<file path="src/rtl/router_pkg.sv">
// router_pkg: shared constants and the FIFO entry type for the router output buffers.
package router_pkg;
    localparam int DW = 8;
    localparam int FIFO_DEPTH = 16;
    localparam int PKT_CNT_W = 7;
    typedef struct packed {
        logic          hdr;
        logic [DW-1:0] data;
    } fifo_entry_t;
endpackage

</file>
<file path="src/rtl/router_fifo_ram.sv">
// router_fifo_ram: DEPTH x (DW+1) register array, sync write, async read.
// Only the header flags are reset; payload bytes are never readable before being written.
module router_fifo_ram
    import router_pkg::*;
#(
    parameter int DEPTH = FIFO_DEPTH,
    parameter int AW = $clog2(DEPTH)
) (
    input  logic          clock,
    input  logic          resetn,
    input  logic          clr_i,
    input  logic          we_i,
    input  logic [AW-1:0] waddr_i,
    input  logic [AW-1:0] raddr_i,
    input  fifo_entry_t   wdata_i,
    output fifo_entry_t   rdata_o
);
    logic [DEPTH-1:0] hdr_q;
    logic [DW-1:0]    data_q [DEPTH];

    always_ff @(posedge clock or negedge resetn)
        if (!resetn) hdr_q <= '0;
        else if (clr_i) hdr_q <= '0;
        else if (we_i) hdr_q[waddr_i] <= wdata_i.hdr;

    always_ff @(posedge clock)
        if (we_i) data_q[waddr_i] <= wdata_i.data;

    assign rdata_o = '{hdr: hdr_q[raddr_i], data: data_q[raddr_i]};
endmodule

</file>
<file path="src/rtl/router_fifo.sv">
// router_fifo: one router output buffer storing {header flag, byte} entries.
// Tracks bytes remaining in the packet being read, loaded from the header's length field.
module router_fifo
    import router_pkg::*;
#(
    parameter int DEPTH = FIFO_DEPTH,
    parameter int AW = $clog2(DEPTH)
) (
    input  logic                 clock,
    input  logic                 resetn,
    input  logic                 soft_reset,
    input  logic                 write_enb,
    input  logic                 read_enb,
    input  logic                 lfd_state,
    input  logic [DW-1:0]        data_in,
    output logic [DW-1:0]        data_out,
    output logic                 full,
    output logic                 empty,
    output logic [PKT_CNT_W-1:0] pkt_cnt
);
    logic [AW:0]          wr_q, wr_d, rd_q, rd_d;
    logic [DW-1:0]        dout_q, dout_d;
    logic [PKT_CNT_W-1:0] cnt_q, cnt_d;
    logic                 lfd_q, lfd_d;
    logic                 do_wr, do_rd;
    fifo_entry_t          rdata;

    assign empty = (wr_q == rd_q);
    assign full  = (wr_q[AW] != rd_q[AW]) && (wr_q[AW-1:0] == rd_q[AW-1:0]);
    assign do_wr = write_enb && !full && !soft_reset;
    assign do_rd = read_enb && !empty && !soft_reset;

    router_fifo_ram #(.DEPTH(DEPTH), .AW(AW)) u_ram (
        .clock   (clock),
        .resetn  (resetn),
        .clr_i   (soft_reset),
        .we_i    (do_wr),
        .waddr_i (wr_q[AW-1:0]),
        .raddr_i (rd_q[AW-1:0]),
        .wdata_i ('{hdr: lfd_q, data: data_in}),
        .rdata_o (rdata)
    );

    // Header length field counts payload only; +1 covers the trailing parity byte.
    always_comb begin
        wr_d   = soft_reset ? '0 : do_wr ? wr_q + (AW+1)'(1) : wr_q;
        rd_d   = soft_reset ? '0 : do_rd ? rd_q + (AW+1)'(1) : rd_q;
        dout_d = soft_reset ? '0 : do_rd ? rdata.data : dout_q;
        lfd_d  = soft_reset ? 1'b0 : lfd_state;
        cnt_d  = cnt_q;
        if (soft_reset) cnt_d = '0;
        else if (do_rd) cnt_d = rdata.hdr ? PKT_CNT_W'(rdata.data[DW-1:2]) + PKT_CNT_W'(1)
                              : (cnt_q != '0) ? cnt_q - PKT_CNT_W'(1) : cnt_q;
    end

    always_ff @(posedge clock or negedge resetn)
        if (!resetn) begin
            wr_q   <= '0;
            rd_q   <= '0;
            dout_q <= '0;
            cnt_q  <= '0;
            lfd_q  <= 1'b0;
        end else begin
            wr_q   <= wr_d;
            rd_q   <= rd_d;
            dout_q <= dout_d;
            cnt_q  <= cnt_d;
            lfd_q  <= lfd_d;
        end

    assign data_out = dout_q;
    assign pkt_cnt  = cnt_q;
endmodule

</file>
<file path="config.mk">
export PLATFORM = sky130hd
export DESIGN_NAME = router_fifo
export DESIGN_NICKNAME = d
export VERILOG_FILES = /design/src/rtl/router_pkg.sv /design/src/rtl/router_fifo_ram.sv /design/src/rtl/router_fifo.sv
export SDC_FILE = /design/constraint.sdc
export NUM_CORES = 1
export LEC_CHECK = 0
export ABC_CLOCK_PERIOD_IN_PS = 3200
export BUFFER_PORTS_ARGS = -buffer_cell sky130_fd_sc_hd__buf_2
export CAP_MARGIN = 30
export CORE_UTILIZATION = 51
export CTS_CLUSTER_DIAMETER = 30
export DETAILED_ROUTE_END_ITERATION = 10
export PLACE_DENSITY = 0.68
export RECOVER_POWER = 100
export SLEW_MARGIN = 20
export SYNTH_ARGS = -nofsm -noshare
export SYNTH_HDL_FRONTEND = slang
export SYNTH_SLANG_ARGS = --single-unit
</file>
<file path="constraint.sdc">
create_clock -name clock -period 3.2 [get_ports clock]
set_clock_uncertainty 0.05 [all_clocks]
set_input_delay 0.8 -clock clock [delete_from_list [all_inputs] [get_ports clock]]
set_output_delay 0.8 -clock clock [all_outputs]
set_load 0.05 [all_outputs]
</file>
==> out/qor.yml <==
worst-setup-path-type: "reg -> reg"
dr_vias: 4430
insertion_delay_ns: 0.43
synth_area_per_cell_sq_um: 15.5
dp_hpwl_mm: 11.0
start_util: 0.530
rows: 43
path_max_fanout: 13
routed_wire_length_per_instance_um: 22.8
cts_hold_fix_bufs: 0
floorplan.die.height_um: 123
timing.final.setup_violations: 0
max-clock-path-buffers: 2
post-place-ws_ns: 0.626
synthDominantCellAreaShare: 0.514
clock_sinks: 170
postCtsSetupRepairBufs: 0
slew_at_the_pin_closest_to_its_max_slew_limit_ns: 1.80
rsz0062_at_grt: "false"
biggest_area_consumer_among_synthesized_cells: "edfxtp_1"
first_pass_grt_wire_length_mm: 25.9
placeable_area_sq_um: 14100
detail-route-antenna-nets: 0
drt_wl_total_mm: 16.6
grt_util_all_layers: 0.244
final_common_cell: "edfxtp_1"
worst_slack_ns: 0.284
tritoncts: "built"
cp-end-kind: "register"
antenna_cells_inserted: 0
drt-pass1-iter-count: 5
grt_max_degree: 43
fmax_ghz: 0.343
cts-root-buf: "clkbuf_16"
yosysWarnings: 0
nNetsFinal: 559
global_route.overflow_total: 0
status: "finished with violations"
async_flop_share: 0.247
areaGrowthSynthToFinish_pct: 12.1
area_of_the_die_sq_um: 15100
initial_antenna_violation_count: 0
io_buffer_count: 30
endpoint_arrival_time_on_the_critical_path_ns: 2.93
route.layer.met1.wl_mm: 6.86
highest_layer: "met4"
timing.slew.headroom: -0.200
depth_of_the_cts_h_tree: 4
worstPathRequired_ns: 3.21
type_of_the_most_critical_hold_path: "in -> async"
ir_drop_mv: 0.659
number_of_enable_type_register_cells_in_the_synthesized_netlist: 128
syn-instance-count: 483
layout-drive-gt1-share: 0.158
yosys.cell_types.count: 50
cts_inserted_buffers: 17
netlist_top_cells_area: "edfxtp_1 51%, dfrtp_1 14%, mux4_1 6.3%"
pwr_density_cell_nw_per_um2: 664
violations: "capacitance limit, slew limit"
cts_resized: 0
timing.max_cap.violations: 2
clkTransAtPathRegs_ns: 0.06
setup_total_negative_slack_ns: 0
netlist_area_sq_um: 7480
wl_met3_mm: 1.02
number_of_global_route_vias_before_repair: 4429
remaining_design_rule_violation_count: 0
synth-seq-area-share: 0.655
final.period_utilization: 0.911
finalHoldViolations: 0
drtIter0Drc: 243
post-route-min-period_ns: 2.92
synthFlopType: "edfxtp_1"
die_width_um: 123
synth_seq_cells: 170
layout_common_cells: "128 x edfxtp_1, 41 x dfrtp_1, 38 x clkbuf_1, 37 x nor2_1, 35 x nand2_1"
gp_routability_congestion: 0.823
routed-wl-met2_mm: 8.25
vias_per_cell: 6.06
timing.critical_path.from_type: "register"
slew_viol_final: 69
leakagePower_nw: 2.90
io-pin-count: 31
net_count_synth: 504
==> worst max-delay path: stages, from the launching register on <==
cell and delay, ns:
dfrtp_1 0.70, xnor2_1 0.16, and4_1 0.24, a21boi_2 0.41
nand2_1 0.30, nor2_1 0.15, clkbuf_1 0.54
==> per-layer routing <==
| metal | global-route usage | up-vias |
|---|---|---|
| met1 | 0.317 | 2246 |
| li1 | - | 1977 |
| met5 | 0 | - |
| met4 | 0.108 | 0 |
| met3 | 0.0572 | 34 |
| met2 | 0.392 | 173 |
==> cell families after synthesis <==
group / after synthesis / synth area share
simple gates: 138 / 0.0924
fa+ha+maj: 7 / 0.0117
buf+inv: 31 / 0.0268
mux: 47 / 0.134
flops: 170 / 0.655
compound gates: 74 / 0.0616
xor+xnor: 16 / 0.0187
==> where the power goes <==
part	leakage, nW	internal (W)	switching, W
Combinational	0.892	0.000393	0.000668
Clock	0.281	0.00115	0.000858
Sequential	1.73	0.00244	0.0000610
Total	2.90	0.00398	0.00159
==> state kept, by name (all words and copies together), names as in the netlist <==
name / flops
lfd_q: 1
pkt_cnt: 7
wr_q: 5
u_ram.data_q: 128
u_ram.hdr_q: 16
data_out: 8
rd_q: 5
==> through the flow <==
stage | instances | hold WS, ns | power (W) | instance area, sq um | util
final | 731 | 0.266 | 0.00557 | 8380 | 0.595
after CTS | 730 | 0.480 | 0.00561 | 8480 | 0.601
after floorplan | 483 | 0.434 | 0.00338 | 7480 | -
after global routing | 731 | 0.303 | 0.00578 | 8380 | 0.595
after global placement | 698 | 0.459 | 0.00359 | 7900 | 0.561
after detailed placement | 698 | 0.472 | 0.00362 | 7900 | 0.561
==> synth_stat cells, types with 2 or more instances <==
master and instances:
mux2i_1 8, nand3_1 16, a22o_1 3, nand3b_1 2, ha_1 7, o21ai_0 21
buf_2 5, a211oi_1 3, inv_1 6, o22ai_1 3, xnor2_1 8, o31ai_1 2
buf_12 2, nor2b_1 7, a21o_1 2, buf_1 2, mux2_2 2, nor4_1 3
nand2b_1 7, o21ai_2 2, nor2_1 37, nand2_1 35, or2_2 3, dfrtp_1 42
clkbuf_1 9, edfxtp_1 128, mux4_2 19, buf_4 2, a21oi_1 29, a22oi_2 2
xor2_1 8, and4_1 2, buf_6 5, mux4_1 18, nand4_1 8, and2_1 8
or3_1 3, a21boi_2 2
==> final timing paths <==
check,startpoint,to,slack [ns],depth (start not counted)
max in group asynchronous,resetn,rd_q[0],0.65,2
min,resetn,u_ram.hdr_q[3],0.27,1
max,rd_q[2],u_ram.data_q[5][0],0.28,6
max reg2reg,rd_q[2],u_ram.data_q[5][0],0.28,6
min in group clock,data_out[0],data_out[0],0.48,2
min reg2reg,data_out[0],data_out[0],0.48,2
==> final cells by class <==
| type | count | area (sq um) |
|---|---|---|
| Clock buffer | 18 | 429 |
| Clock inverter | 14 | 146 |
| Fill cell | 1052 | 5710 |
| Inverter | 6 | 22.5 |
| Multi-Input combinational cell | 282 | 2380 |
| Sequential cell | 170 | 4900 |
| Tap cell | 180 | 225 |
| Timing Repair Buffer | 61 | 287 |
Note: power is estimated with default switching activity, not from simulation.
